===== src/rtl/series_pkg.sv =====
// Shared definitions for the Q8.8 series-evaluation controller.
package series_pkg;

  // ROM depth, and therefore the largest legal term count.
  localparam int N_TERMS_MAX = 8;

  // 1.0 in Q8.8; the preset value for tmp and ans.
  localparam logic [15:0] Q88_ONE = 16'h0100;

  // One-hot controller states, also used to type the debug state port.
  typedef enum logic [6:0] {
    S_IDLE    = 7'b0000001,
    S_LOAD    = 7'b0000010,
    S_MUL_X   = 7'b0000100,
    S_MUL_ROM = 7'b0001000,
    S_ACC     = 7'b0010000,
    S_CHECK   = 7'b0100000,
    S_DONE    = 7'b1000000
  } series_state_t;

endpackage


===== src/rtl/series_term_counter.sv =====
// Term counter i with a terminal-count flag at N_TERMS-1.
module series_term_counter
  import series_pkg::*;
#(
  parameter int N_TERMS = 8
) (
  input  logic       clk,
  input  logic       rst,
  input  logic       clear,
  input  logic       inc,
  output logic [2:0] i,
  output logic       last
);

  logic [2:0] r_i;

  // Clear has priority over increment; the controller never increments past N_TERMS-1.
  always_ff @(posedge clk or posedge rst) begin
    if (rst) begin
      r_i <= 3'd0;
    end else if (clear) begin
      r_i <= 3'd0;
    end else if (inc) begin
      r_i <= r_i + 3'd1;
    end
  end

  assign i    = r_i;
  assign last = (r_i == 3'(N_TERMS - 1));

endmodule


===== src/rtl/series_controller.sv =====
// Sequencing FSM for the Q8.8 series-evaluation datapath.
//
// Handshake: start is sampled only in IDLE (ignored and not queued in any
// other state). busy is high in every state except IDLE. done is a one-cycle
// pulse in DONE, after which the FSM returns to IDLE for at least one cycle;
// a start held high is therefore accepted one cycle after DONE.
module series_controller
  import series_pkg::*;
#(
  parameter int N_TERMS = 8
) (
  input  logic          clk,
  input  logic          rst,
  input  logic          start,
  input  logic          alt,
  input  logic          less_cmp,
  output logic          busy,
  output logic          done,
  output logic          ld_x,
  output logic          ld_y,
  output logic          s4_in,
  output logic          s4_mult,
  output logic          init_tmp,
  output logic          init_ans,
  output logic          ld_tmp,
  output logic          ld_ans,
  output logic          sub,
  output logic          s1_rom,
  output logic          s1_x,
  output logic          s2_tmp,
  output logic          s2_x,
  output logic [7:0]    s3,
  output series_state_t dbg_state
);

  localparam logic [6:0] ST_IDLE    = 7'b0000001;
  localparam logic [6:0] ST_LOAD    = 7'b0000010;
  localparam logic [6:0] ST_MUL_X   = 7'b0000100;
  localparam logic [6:0] ST_MUL_ROM = 7'b0001000;
  localparam logic [6:0] ST_ACC     = 7'b0010000;
  localparam logic [6:0] ST_CHECK   = 7'b0100000;
  localparam logic [6:0] ST_DONE    = 7'b1000000;

  logic [6:0] r_state;
  logic [6:0] w_next_state;
  logic       r_alt_q;
  logic [2:0] w_i;
  logic       w_last;
  logic       w_clear;
  logic       w_inc;

  // Counter is held at 0 outside a run so s3 reads 0 in IDLE.
  assign w_clear = (r_state == ST_IDLE) || (r_state == ST_DONE);
  assign w_inc   = (r_state == ST_CHECK) && !less_cmp && !w_last;

  series_term_counter #(
    .N_TERMS (N_TERMS)
  ) u_term_counter (
    .clk   (clk),
    .rst   (rst),
    .clear (w_clear),
    .inc   (w_inc),
    .i     (w_i),
    .last  (w_last)
  );

  // State register.
  always_ff @(posedge clk or posedge rst) begin
    if (rst) begin
      r_state <= ST_IDLE;
    end else begin
      r_state <= w_next_state;
    end
  end

  // Sign mode is captured once per run, together with the accepted start.
  always_ff @(posedge clk or posedge rst) begin
    if (rst) begin
      r_alt_q <= 1'b0;
    end else if ((r_state == ST_IDLE) && start) begin
      r_alt_q <= alt;
    end
  end

  // Next-state logic; CHECK exits at the last term before i could wrap.
  always_comb begin
    w_next_state = r_state;
    case (r_state)
      ST_IDLE:    if (start) w_next_state = ST_LOAD;
      ST_LOAD:    w_next_state = ST_MUL_X;
      ST_MUL_X:   w_next_state = ST_MUL_ROM;
      ST_MUL_ROM: w_next_state = ST_ACC;
      ST_ACC:     w_next_state = ST_CHECK;
      ST_CHECK:   w_next_state = (less_cmp || w_last) ? ST_DONE : ST_MUL_X;
      ST_DONE:    w_next_state = ST_IDLE;
      default:    w_next_state = ST_IDLE;
    endcase
  end

  // Moore output decode from registered state only, keeping init_* glitch-free.
  always_comb begin
    busy     = (r_state != ST_IDLE);
    done     = 1'b0;
    ld_x     = 1'b0;
    ld_y     = 1'b0;
    s4_in    = 1'b0;
    s4_mult  = 1'b0;
    init_tmp = 1'b0;
    init_ans = 1'b0;
    ld_tmp   = 1'b0;
    ld_ans   = 1'b0;
    sub      = 1'b0;
    s1_rom   = 1'b0;
    s1_x     = 1'b0;
    s2_tmp   = 1'b0;
    s2_x     = 1'b0;
    case (r_state)
      ST_LOAD: begin
        ld_x     = 1'b1;
        s4_in    = 1'b1;
        ld_y     = 1'b1;
        init_tmp = 1'b1;
        init_ans = 1'b1;
      end
      ST_MUL_X: begin
        ld_tmp  = 1'b1;
        s1_x    = 1'b1;
        s2_tmp  = 1'b1;
        s4_mult = 1'b1;
      end
      ST_MUL_ROM: begin
        ld_tmp  = 1'b1;
        s1_rom  = 1'b1;
        s2_tmp  = 1'b1;
        s4_mult = 1'b1;
      end
      ST_ACC: begin
        ld_ans = 1'b1;
        sub    = r_alt_q & ~w_i[0];
      end
      ST_DONE: done = 1'b1;
      default: ;
    endcase
  end

  assign s3        = {5'b0, w_i};
  assign dbg_state = series_state_t'(r_state);

endmodule


===== config.mk =====
export PLATFORM = sky130hd
export DESIGN_NAME = series_controller
export DESIGN_NICKNAME = d
export VERILOG_FILES = /design/src/rtl/series_pkg.sv /design/src/rtl/series_term_counter.sv /design/src/rtl/series_controller.sv
export SDC_FILE = /design/constraint.sdc
export NUM_CORES = 1
export LEC_CHECK = 0
export BUFFER_PORTS_ARGS = -buffer_cell sky130_fd_sc_hd__buf_2
export CAP_MARGIN = 15
export CORE_MARGIN = 5
export CORE_UTILIZATION = 43
export DETAILED_ROUTE_END_ITERATION = 10
export PLACE_DENSITY = 0.84
export SLEW_MARGIN = 20
export SYNTH_ARGS = -nofsm -noshare
export SYNTH_HDL_FRONTEND = slang
export SYNTH_SLANG_ARGS = --single-unit

===== constraint.sdc =====
create_clock -name clk -period 2 [get_ports clk]
set_input_delay 0.2 -clock clk [delete_from_list [all_inputs] [get_ports clk]]
set_output_delay 0.2 -clock clk [all_outputs]
set_load 0.01 [all_outputs]

# Word level (Yosys, flattened, before mapping)
# Index checks and enable logic that the tools add are counted.
dict set report totals {
  out_inout_bits 30
  regBits 11
  inputBits 5
  wordCells 37
}
dict set report op_classes {
  add_sub_neg 1
  eq_ne 10
  bitwise 2
  n_reduce_logical 9
  n_mux 12
}
# cell n
set ops {}
lappend ops {{one-hot mux 7 bit (6 select lines)} 1}
lappend ops {{2-to-1 mux 7 bit} 2}
lappend ops {{equality test 7 x 1 -> 1 bit (second input constant)} 1}
lappend ops {{equality test 7 x 2 -> 1 bit (second input constant)} 1}
lappend ops {{equality test 7 x 3 -> 1 bit (second input constant)} 1}
lappend ops {{equality test 7 x 4 -> 1 bit (second input constant)} 1}
lappend ops {{equality test 7 x 5 -> 1 bit (second input constant)} 1}
lappend ops {{equality test 7 x 6 -> 1 bit (second input constant)} 1}
lappend ops {{equality test 7 bit (second input constant)} 1}
lappend ops {{2-to-1 mux 1 bit} 7}
lappend ops {{inequality test 7 x 1 -> 1 bit (second input constant)} 1}
lappend ops {{2-to-1 mux 3 bit} 2}
lappend ops {{adder 3 x 1 -> 3 bit (second input constant)} 1}
lappend ops {{equality test 3 bit (second input constant)} 1}
lappend ops {{logical AND 1 bit} 3}
lappend ops {{zero test 1 bit} 2}
lappend ops {{logical OR 1 bit} 2}
lappend ops {{inequality test 2 bit (second input constant)} 1}
lappend ops {{nonzero test 2 bit} 1}
lappend ops {{OR reduction 2 bit} 1}
lappend ops {{bitwise AND 1 bit} 1}
lappend ops {{inverter 1 bit} 1}

# Logic depth before layout (Yosys ltp)
# Gate-level depths: netlist of run 1.
dict set report depth {
  ltp_word 5
  depth_mapped 6
  depth_no_buf 6
}

# Hierarchy
# Synthesis of run 1 repeated with hierarchy kept, for this count alone.
dict set report hier_totals {
  hier_cells 67
  hier_area_um2 713.2
}
# module area_per_inst_um2 instances seq_area_each_um2 cells_each
set by_module_without_submodules {}
lappend by_module_without_submodules {series_controller 569.3 1 201.4 55}
lappend by_module_without_submodules {series_term_counter 143.9 1 75.1 12}

# Worst setup path after synthesis of run 1
# No wires, ideal clock.
dict set report synth_timing {
  kind {reg-to-output}
  start {register r_state[5] (netlist: dbg_state[5])}
  end {output s2_tmp}
  required_time_ns 1.800
  arrival_ns 1.444
  slack_ns 0.356
  path_stages_with_launch 6
  n_path_buf 2
  path_cell_list {dfrtp_1 -> buf_6 -> nor4_1 -> nand2b_1 -> nor2_1 -> buf_4}
}
dict set report synth_via {
  elab_chain_cells 3
  word_cells_on_any_way 4
  classes_between {eq/ne: 2; mux: 1; reduce/logical: 1}
}
# element line_no
set synth_lines {}
lappend synth_lines {{from (decl)} series_controller.sv:44} ;# logic [6:0] r_state;
lappend synth_lines {{from (signal assigned)} series_controller.sv:72} ;# r_state <= w_next_state;
lappend synth_lines {{equality test 7 x 4 -> 1 bit / equality test 7 x 3 -> 1 bit (equally long branches)} --}
lappend synth_lines {{OR reduction 2 bit (no line) (*)} --}
lappend synth_lines {{2-to-1 mux 1 bit (*)} --}
lappend synth_lines {{to (decl)} series_controller.sv:30} ;# output logic s2_tmp,
# Every way passes the cells marked *; elsewhere a longest branch is shown, timed or not.

# Final worst setup path of run 1
dict set report layout_timing {
  start {register r_state[6] (netlist: dbg_state[6])}
  end {output sub}
}
dict set report layout_via {
  elab_chain_cells 2
}
# element line_no
set layout_lines {}
lappend layout_lines {{equality test 7 x 5 -> 1 bit} series_controller.sv:117} ;# case (r_state)
lappend layout_lines {{2-to-1 mux 1 bit} series_controller.sv:117}
lappend layout_lines {{to (decl)} series_controller.sv:27} ;# output logic sub,
# No other way between the ends.

==> results of run 1 <==
## worst paths after layout
path | slack (ps) | cells after the start | start | to
worst max-delay path | 120 | 4 | dbg_state[6] | sub
worst min-delay path | 110 | 2 | start | dbg_state[0]
worst max register to register | 410 | 6 | u_term_counter.i[0] | u_term_counter.i[0]
worst min register to register | 490 | 1 | r_alt_q | r_alt_q
max in group asynchronous | 1220 | 3 | rst | dbg_state[0]
min in group asynchronous | 460 | 3 | rst | r_alt_q
## registers in the layout, indices dropped and copies added, names as in the netlist
name              count
u_term_counter.i      3
r_alt_q               1
dbg_state             7
## metrics by stage
| step | instance area (µm²) | hold slack, ps | std cells | power (mW) | util |
|---|---|---|---|---|---|
| final | 856 | 112 | 113 | 0.817 | 0.549 |
| after global routing | 856 | 108 | 113 | 0.882 | 0.549 |
| after CTS | 841 | 116 | 113 | 0.807 | 0.539 |
| after detailed placement | 805 | 200 | 108 | 0.662 | 0.516 |
| after global placement | 805 | 198 | 108 | 0.648 | 0.516 |
| after floorplan | 746 | 51.7 | 77 | 0.582 | - |
## what timing repair did
action / 4_1_cts / 5_1_grt
hold endpoints to repair: 10 / 0
setup endpoints to repair: 0 / 5
hold buffers: 1 / 0
resized for setup: 0 / 2
## Yosys cell counts
master                     count
sky130_fd_sc_hd__a41o_2        1
sky130_fd_sc_hd__and2_1        1
sky130_fd_sc_hd__and3_1        2
sky130_fd_sc_hd__and3_2        1
sky130_fd_sc_hd__and3b_1       1
sky130_fd_sc_hd__and4b_1       2
sky130_fd_sc_hd__buf_4        12
sky130_fd_sc_hd__buf_6         1
sky130_fd_sc_hd__conb_1        1
sky130_fd_sc_hd__dfrtp_1      10
sky130_fd_sc_hd__dfstp_2       1
sky130_fd_sc_hd__ha_1          2
sky130_fd_sc_hd__inv_1         2
sky130_fd_sc_hd__mux2_1        1
sky130_fd_sc_hd__mux2i_1       3
sky130_fd_sc_hd__nand2b_1      3
sky130_fd_sc_hd__nand3_1       1
sky130_fd_sc_hd__nand3_4       1
sky130_fd_sc_hd__nand4_2       1
sky130_fd_sc_hd__nor2_1       12
sky130_fd_sc_hd__nor2_2        1
sky130_fd_sc_hd__nor2_4        1
sky130_fd_sc_hd__nor2b_1       1
sky130_fd_sc_hd__nor3_2        1
sky130_fd_sc_hd__nor3_4        1
sky130_fd_sc_hd__nor4_1        2
sky130_fd_sc_hd__o211ai_1      1
sky130_fd_sc_hd__o21ai_0       1
sky130_fd_sc_hd__o21ai_1       1
sky130_fd_sc_hd__xor2_1        3
## metal layers
metal	GRT usage	up-vias	part of all wire	wire [µm]
li1	-	280	-	-
met1	0.148	250	0.40	608
met2	0.210	25	0.50	759
met3	0.0291	4	0.081	122
met4	0.0673	0	0.014	21
met5	0	-	0	0
## placed cells by master, fill, tap and decap left out, drive strengths merged
master,count
clkbuf,4
a41o,1
and4b,2
dlygate4sd3,1
dfstp,1
and3b,1
nor2b,1
xor2,3
nand4,1
o211ai,1
nor2,14
buf,28
and3,3
and2,1
nor3,2
nand2b,3
mux2i,3
nor4,2
ha,2
o21ai,2
dfrtp,10
nand3,2
conb,6
inv,2
mux2,1
## layout make-up
type,instances,area (µm²)
inverters,2,7.51
repair buffers,29,150
clock buffers,4,26.3
well taps,16,20.0
fillers,139,703
multi-input cells,51,375
flip-flops and latches,11,277
## logic make-up (layout without fill, tap and decap cells)
| group | after synthesis | after routing | share of synthesized area |
|---|---|---|---|
| simple gates | 32 | 32 | 0.298 |
| buf+inv | 15 | 35 | 0.150 |
| flops | 11 | 11 | 0.380 |
| compound gates | 4 | 4 | 0.0396 |
| mux | 4 | 4 | 0.0568 |
| xor+xnor | 3 | 3 | 0.0362 |
| fa+ha+maj | 2 | 2 | 0.0344 |
| other cells | 1 | 6 | 0.00516 |
## report_power, final
group / internal [mW] / total [mW] / switching [mW]
Sequential: 0.263 / 0.326 / 0.0633
Clock: 0.0769 / 0.144 / 0.0671
Combinational: 0.145 / 0.346 / 0.202
==> parameters.txt, run 1 <==
Parameter                              Value

Floorplan
  Floorplan row count    14
  Core area    approximately 1600 µm²
  Die W    51.1 µm
  Die height    between 50 and 60 µm
  Die area    between 2000 and 3000 µm²
  Initial standard-cell utilization of the core    0.466
  Num ports    35

Synth
  Post-synth design cell area    a little over 700 µm²
  Cell types with the largest area share after synthesis    sky130_fd_sc_hd__dfrtp_1 (34%), sky130_fd_sc_hd__buf_4 (12%), sky130_fd_sc_hd__nor2_1 (6.2%)
  Post-Synthesis Cells    72
  Synth Area per Inst    10.1 µm²
  FF+latch count, synth    11
  Share of synthesized area occupied by flip-flops and latches    0.380
  Unique masters post-synth    30
  Area share of the leading cell type in the synthesized netlist    0.344
  Post-synthesis cell type with the largest combined area    sky130_fd_sc_hd__dfrtp_1
  Synth Warn #    0

Placement
  Hpwl dp    around 1.2 mm
  Global placer's final weighted congestion    0.781
  Count of buffers inserted at the top-level ports    28
  Setup Slack @ Placement    399 ps

Timing
  Ratio of final minimum period to clock period    0.939
  Min Tclk post-route    1880 ps
  Max Freq    532 MHz
  Setup clock skew after layout    ~0.75 ps
  Count of final hold-check violations    0
  Unrepaired setup endpoints after global routing    false
  Pins over their slew limit    0
  Final setup viols    0
  Aggregate negative setup slack    0 ps
  Final setup slack of the worst path    roughly 120 ps

Setup path
  Max stage delay on crit path    460 ps
  Crit Path Class    reg -> out
  Count of buffering cells on the critical path with inverters included    1
  Slowest stage cell on the critical path    sky130_fd_sc_hd__dfrtp_1
  Type of element launching the critical path    flop
  Crit. End Element    output pin
  Signal arrival time at the worst endpoint    1680 ps
  CP delay by family, top    simple AND/OR/NAND/NOR gates
  Max Fanout on Critical Path    6
  Cell-by-cell listing of the critical path    nor3_4 -> and4b_1 -> and3b_1 -> buf_2
  Data required time of the critical path    1800 ps

Pwr
  Cell Pwr Density    954 nW/µm²
  Leak Pwr    0.521 nW
  Peak ir drop on the vdd network    about 0.00053 V

Drt
  Via count    roughly 560
  Iter 0 DRT Violations    5
  Post-detailed-route via-to-cell ratio    4.95
  Residual DRC count    0
  Router iterations before antenna repair    4
  Antenna viol nets, final    0
  Average routed wire per standard cell    13.4 µm
  Post-Route WL    1.51 mm

Layout
  Antenna diode count    0
  Layout Area Growth over Synthesis    17.7%
  # nets final    105
  Fraction of final layout cells with drive strength greater than 1    0.423

Run status
  Result of the run    finished, final reports clean

Global routing
  Vias in the first global route    552
  Number of antenna violations at the first check in global routing    0
  Pin count of the biggest net entering global routing    12
  First-pass GRT wire length    2.48 mm
  Remaining global-route overflow    0
  Global routing usage summed across all routing layers    0.125

Clocking
  Worst-Skew Late Latency    260 ps
  TritonCTS Buffers    3
  Post-CTS Setup Repair Bufs    0
  Clock-pin slew reported for the worst setup and hold paths after clock tree synthesis    70 ps
  H-Tree Level Count    1
  TritonCTS sink count    11
  TritonCTS clock tree    done
  Clock root buffer    sky130_fd_sc_hd__clkbuf_4
  Number of buffers on the longest clock path    2

Job
  Number of max-capacitance violations reported    0

Hold path
  Hold crit path type    in -> reg
Note: power is estimated with default switching activity, not from simulation.
==> run 2: changes to the inputs <==
CAP_MARGIN = 10   (was 15)
MAX_ROUTING_LAYER = met4   (was not set)
==> run 2 against run 1 <==
  * Worst setup slack is essentially flat
  * Maximum frequency hardly changed
  * Clock skew about the same
  * First-iteration DRC count is the same
  * Wire length is the same
  * Hold slack hardly changed
  * Clock power barely moved
  * Via count unchanged
  * Power about the same
  * Largest cell class unchanged
  * Largest power group unchanged
==> parameters.txt, run 2 (same netlist as run 1, synthesis figures left out) <==
Parameter                              Value

Pwr
  Post-layout total power    0.817 mW (about the same)
  Share of power burned in registers    0.400 (about the same)
  Fraction of power spent switching nets    0.406 (about the same)
  Peak ir drop on the vdd network    0.000529 V (about the same)
  Leak Pwr    0.521 nW (unchanged)
  Cell Pwr Density    954 nW/µm² (about the same)
  P_int    0.485 mW (unchanged)
  Part of the power in combinational logic    0.424 (about the same)
  Clock power frac    0.176 (about the same)
  NetSw    0.332 mW (about the same)

Floorplan
  Die height    51.1 µm (unchanged)
  Die area    2610 µm² (unchanged)
  Die W    51.1 µm (unchanged)
  Floorplan row count    14 (unchanged)
  Num ports    35 (unchanged)
  Core area    1560 µm² (unchanged)
  Initial standard-cell utilization of the core    0.466 (unchanged)

Global routing
  Pin count of the biggest net entering global routing    12 (unchanged)
  Number of antenna violations at the first check in global routing    0 (unchanged)
  Vias in the first global route    552 (unchanged)
  Global routing usage summed across all routing layers    0.129 (+0.00380)
  Remaining global-route overflow    0 (unchanged)
  First-pass GRT wire length    2.48 mm (+0.28%)

Setup path
  Slowest stage cell on the critical path    sky130_fd_sc_hd__dfrtp_1
  Crit. End Element    output pin
  Type of element launching the critical path    flop
  Crit Path Class    reg -> out
  Signal arrival time at the worst endpoint    1680 ps (about the same)
  CP delay by family, top    simple AND/OR/NAND/NOR gates
  Max Fanout on Critical Path    6 (unchanged)
  Cell-by-cell listing of the critical path    nor3_4 -> and4b_1 -> and3b_1 -> buf_2
  Data required time of the critical path    1800 ps (about the same)
  Max stage delay on crit path    460 ps (about the same)
  Count of buffering cells on the critical path with inverters included    1 (unchanged)

Clocking
  H-Tree Level Count    1 (unchanged)
  Number of buffers on the longest clock path    2 (unchanged)
  TritonCTS sink count    11 (unchanged)
  Clock-pin slew reported for the worst setup and hold paths after clock tree synthesis    70 ps (about the same)
  Clock root buffer    sky130_fd_sc_hd__clkbuf_4
  TritonCTS Buffers    3 (unchanged)
  TritonCTS clock tree    done
  Post-CTS Setup Repair Bufs    0 (unchanged)
  Worst-Skew Late Latency    260 ps (about the same)

Layout
  Most common cell after layout, fill and taps aside    sky130_fd_sc_hd__buf_2
  Final std cell area, no fill    856 µm² (unchanged)
  Flip-flop count of the largest register after layout    7 (unchanged)
  Footprint of the flip-flops and latches    277 µm² (unchanged)
  # nets final    105 (unchanged)
  Fillers    139 (unchanged)
  Leading cell types in the layout, fill and taps excluded    sky130_fd_sc_hd__buf_2 (28), sky130_fd_sc_hd__nor2_1 (12), sky130_fd_sc_hd__dfrtp_1 (10)
  Layout Area Growth over Synthesis    17.7% (unchanged)
  Fraction of final layout cells with drive strength greater than 1    0.423 (unchanged)
  Multi-input gate area in the final layout    375 µm² (unchanged)
  Antenna diode count    0 (unchanged)

Run status
  Result of the run    finished, final reports clean

Drt
  Post-Route WL    1.51 mm (unchanged)
  Via count    559 (unchanged)
  Average routed wire per standard cell    13.4 µm (unchanged)
  Router iterations before antenna repair    4 (unchanged)
  Iter 0 DRT Violations    5 (unchanged)
  Residual DRC count    0 (unchanged)
  Antenna viol nets, final    0 (unchanged)
  Post-detailed-route via-to-cell ratio    4.95 (unchanged)

Timing
  Pins over their slew limit    0 (unchanged)
  Aggregate negative setup slack    0 ps (unchanged)
  Unrepaired setup endpoints after global routing    false
  Final setup viols    0 (unchanged)
  Max Freq    532 MHz (about the same)
  Setup clock skew after layout    0.755 ps (+0.00644 ps)
  Min Tclk post-route    1880 ps (+0.00500 ps)
  Count of final hold-check violations    0 (unchanged)
  Ratio of final minimum period to clock period    0.939 (about the same)
  Final setup slack of the worst path    122 ps (-0.00500 ps)

Placement
  Global placer's final weighted congestion    0.792 (+1.4%)
  Count of buffers inserted at the top-level ports    28 (unchanged)
  Setup Slack @ Placement    399 ps (unchanged)
  Placement-stage cell area    805 µm² (unchanged)
  Hpwl dp    1.23 mm (unchanged)

Hold path
  Hold crit path type    in -> reg

Job
  Number of max-capacitance violations reported    0 (unchanged)
==> run 2: layer usage <==
| metal | track usage | part of all wire |
|---|---|---|
| met1 | 0.148 | 0.40 |
| met2 | 0.210 | 0.50 |
| met3 | 0.0291 | 0.081 |
| met4 | 0.0673 | 0.015 |
| met5 | - | 0 |
==> run 2: worst paths after layout <==
check / startpoint / end / slack (ps) / cells after the start
max: dbg_state[6] / sub / 120 / 4
min: start / dbg_state[0] / 110 / 2
max reg2reg: u_term_counter.i[0] / u_term_counter.i[0] / 410 / 6
min reg2reg: r_alt_q / r_alt_q / 490 / 1
max in group asynchronous: rst / dbg_state[0] / 1220 / 3
min in group asynchronous: rst / r_alt_q / 460 / 3
==> run 2: layout make-up <==
class / instances / area share
sequential: 11 / 0.323
clock buffer: 4 / 0.0307
timing repair buffer: 29 / 0.175
inverter: 2 / 0.00877
multi-input combinational: 51 / 0.439
tap: 16 / 0.0234
==> run 2: metrics by stage <==
step	cells	util	hold WS [ps]
4_1_cts	113	0.539	116
2_1_floorplan	77	-	51.7
5_1_grt	113	0.549	108
6_report	113	0.549	112
3_5_place_dp	108	0.516	200
3_3_place_gp	108	0.516	198
==> run 2: power by group through the flow <==
stage	sequential (mW)	clock, mW	combinational, mW
floorplan	0.322	0	0.261
global placement	0.318	0	0.331
detailed placement	0.320	0	0.342
CTS	0.317	0.146	0.344
global route	0.334	0.164	0.384
finish	0.326	0.144	0.346
==> run 2: repair_timing <==
item	in CTS	in global routing
hold endpoints to repair	10	0
hold buffers	1	0
gates resized for setup	0	2
setup endpoints to repair	0	5
==> run 3: changes to the inputs <==
CORE_UTILIZATION = 40   (was 43)
PLACE_DENSITY = 0.8   (was 0.84)
RECOVER_POWER = 25   (was not set)
==> run 3 against run 2 <==
  * Sequential share of layout area down 0.094 points
  * Clock skew up 1.2 ps
  * Largest power group unchanged
  * First-iteration DRC count down 40%
  * Maximum frequency up 2.4%
  * Critical endpoint unchanged
  * Flip-flop and latch count unchanged
  * Via count up 2.1%
  * Register-to-register slack better by 20 ps
  * Critical path type unchanged
==> parameters.txt, run 3 (same netlist as run 1, synthesis figures left out) <==
Parameter                              Value

Run status
  Result of the run    finished, final reports clean

Placement
  Cell count after placement    117 (+8.3%)
  Count of buffers inserted at the top-level ports    28 (unchanged)
  Global placer's final weighted congestion    0.825 (+4.2%)
  Hpwl dp    1.21 mm (-1.1%)
  Placement-stage cell area    816 µm² (+1.4%)

Pwr
  Cell Pwr Density    937 nW/µm² (-1.8%)
  Peak ir drop on the vdd network    0.000679 V (+28%)
  Leak Pwr    0.520 nW (-0.30%)

Global routing
  First-pass GRT wire length    2.46 mm (-1.1%)
  Remaining global-route overflow    0 (unchanged)
  Vias in the first global route    567 (+2.7%)
  Pin count of the biggest net entering global routing    12 (unchanged)
  Global routing usage summed across all routing layers    0.122 (-0.00669)
  Number of antenna violations at the first check in global routing    0 (unchanged)

Setup path
  Count of buffering cells on the critical path with inverters included    1 (unchanged)
  Max Fanout on Critical Path    6 (unchanged)
  Signal arrival time at the worst endpoint    1630 ps (-50 ps)
  CP delay by family, top    simple AND/OR/NAND/NOR gates
  Critical path depth    4 (unchanged)
  Cell-by-cell listing of the critical path    nor3_4 -> and4b_1 -> and3b_1 -> buf_2
  Type of element launching the critical path    flop
  Depth of the worst register-to-register path    6 (unchanged)
  Crit. End Element    output pin
  Max stage delay on crit path    460 ps (about the same)
  Crit Path Class    reg -> out
  Slowest stage cell on the critical path    sky130_fd_sc_hd__dfrtp_1
  Data required time of the critical path    1800 ps (about the same)

Floorplan
  Die W    52.6 µm (+3.0%)
  Die area    2770 µm² (+6.0%)
  Initial standard-cell utilization of the core    0.421 (-0.0453)
  Floorplan row count    15 (+1)
  Num ports    35 (unchanged)
  Die height    52.6 µm (+3.0%)
  Core area    1730 µm² (+11%)

Drt
  Via count    571 (+2.1%)
  Post-detailed-route via-to-cell ratio    4.68 (-5.4%)
  Residual DRC count    0 (unchanged)
  Average routed wire per standard cell    12.6 µm (-6.0%)
  Iter 0 DRT Violations    3 (-2)
  Post-Route WL    1.54 mm (+1.5%)
  Router iterations before antenna repair    3 (-1)
  Antenna viol nets, final    0 (unchanged)

Layout
  Most common cell after layout, fill and taps aside    sky130_fd_sc_hd__buf_2
  Antenna diode count    0 (unchanged)
  Utilization after layout    0.497 (-0.0519)
  Fraction of final layout cells with drive strength greater than 1    0.423 (unchanged)
  Non-filler instance count after layout    122 (+8.0%)
  Fillers    193 (+39%)
  Leading cell types in the layout, fill and taps excluded    sky130_fd_sc_hd__buf_2 (28), sky130_fd_sc_hd__nor2_1 (12), sky130_fd_sc_hd__dfrtp_1 (10)
  Layout Area Growth over Synthesis    18.1%
  Multi-input gate area in the final layout    367 µm² (-2.3%)
  Final std cell area, no fill    858 µm² (+0.29%)
  # nets final    105 (unchanged)
  Footprint of the flip-flops and latches    277 µm² (unchanged)
  Flip-flop count of the largest register after layout    7 (unchanged)

Clocking
  Clock root buffer    sky130_fd_sc_hd__clkbuf_4
  TritonCTS Buffers    3 (unchanged)
  TritonCTS sink count    11 (unchanged)
  Number of buffers on the longest clock path    2 (unchanged)
  Worst-Skew Late Latency    260 ps (about the same)
  TritonCTS clock tree    done
  Post-CTS Setup Repair Bufs    0 (unchanged)
  H-Tree Level Count    1 (unchanged)
  Clock-pin slew reported for the worst setup and hold paths after clock tree synthesis    70 ps (about the same)

Timing
  Max Freq    545 MHz (+2.4%)
  Aggregate negative setup slack    0 ps (unchanged)
  Count of final hold-check violations    0 (unchanged)
  WHS    91.8 ps (-19.8 ps)
  Pins over their slew limit    0 (unchanged)
  Min Tclk post-route    1830 ps (-44.8 ps)
  Ratio of final minimum period to clock period    0.917 (-0.0224)
  Setup clock skew after layout    1.93 ps (+1.18 ps)
  Unrepaired setup endpoints after global routing    false
  Final setup viols    0 (unchanged)

Hold path
  Hold Crit Depth    2 (unchanged)
  Hold crit path type    in -> reg

Job
  Number of max-capacitance violations reported    0 (unchanged)
-- run 3: metrics by stage --
stage,total power [mW],setup slack [ps]
floorplan,0.582,356
global placement,0.648,452
detailed placement,0.661,437
CTS,0.811,138
global route,0.872,27.1
finish,0.804,167
-- run 3: worst paths after layout --
kind                            slack [ps]                start                   to
worst max-delay path                   170         dbg_state[6]                  sub
worst min-delay path                    90                start         dbg_state[0]
worst max register to register         430  u_term_counter.i[0]  u_term_counter.i[2]
worst min register to register         490              r_alt_q              r_alt_q
max in group asynchronous             1210                  rst         dbg_state[0]
min in group asynchronous              470                  rst  u_term_counter.i[1]
-- run 3: power by group --
part,switching [mW],total (mW),internal (mW)
clock network,0.0680,0.145,0.0769
logic,0.199,0.339,0.140
registers,0.0579,0.321,0.263
total,0.325,0.804,0.480
-- run 3: area by class of cell --
type	count	area share
Clock buffer	4	0.0306
Inverter	2	0.00875
Multi-Input combinational cell	51	0.427
Sequential cell	11	0.322
Tap cell	25	0.0364
Timing Repair Buffer	29	0.175
-- run 3: layer usage --
layer	GRT usage	vias up	part of all wire
met5	-	-	0
met4	0.0511	0	0.0059
met3	0.0228	2	0.076
met2	0.211	24	0.51
met1	0.138	267	0.41
li1	-	278	-
-- run 3: worst register-to-register path: cells and delay by family (launching register included) --
family / cells / cell delay, ps
and+or+nand+nor: 3 / 450
DFF: 1 / 420
adders and majority gates: 2 / 380
muxes: 1 / 200
-- run 3: what timing repair did --
action	in CTS	in global routing
resized for setup	0	1
hold buffers	1	0
setup endpoints to repair	0	4
endpoints found under the hold margin	10	0
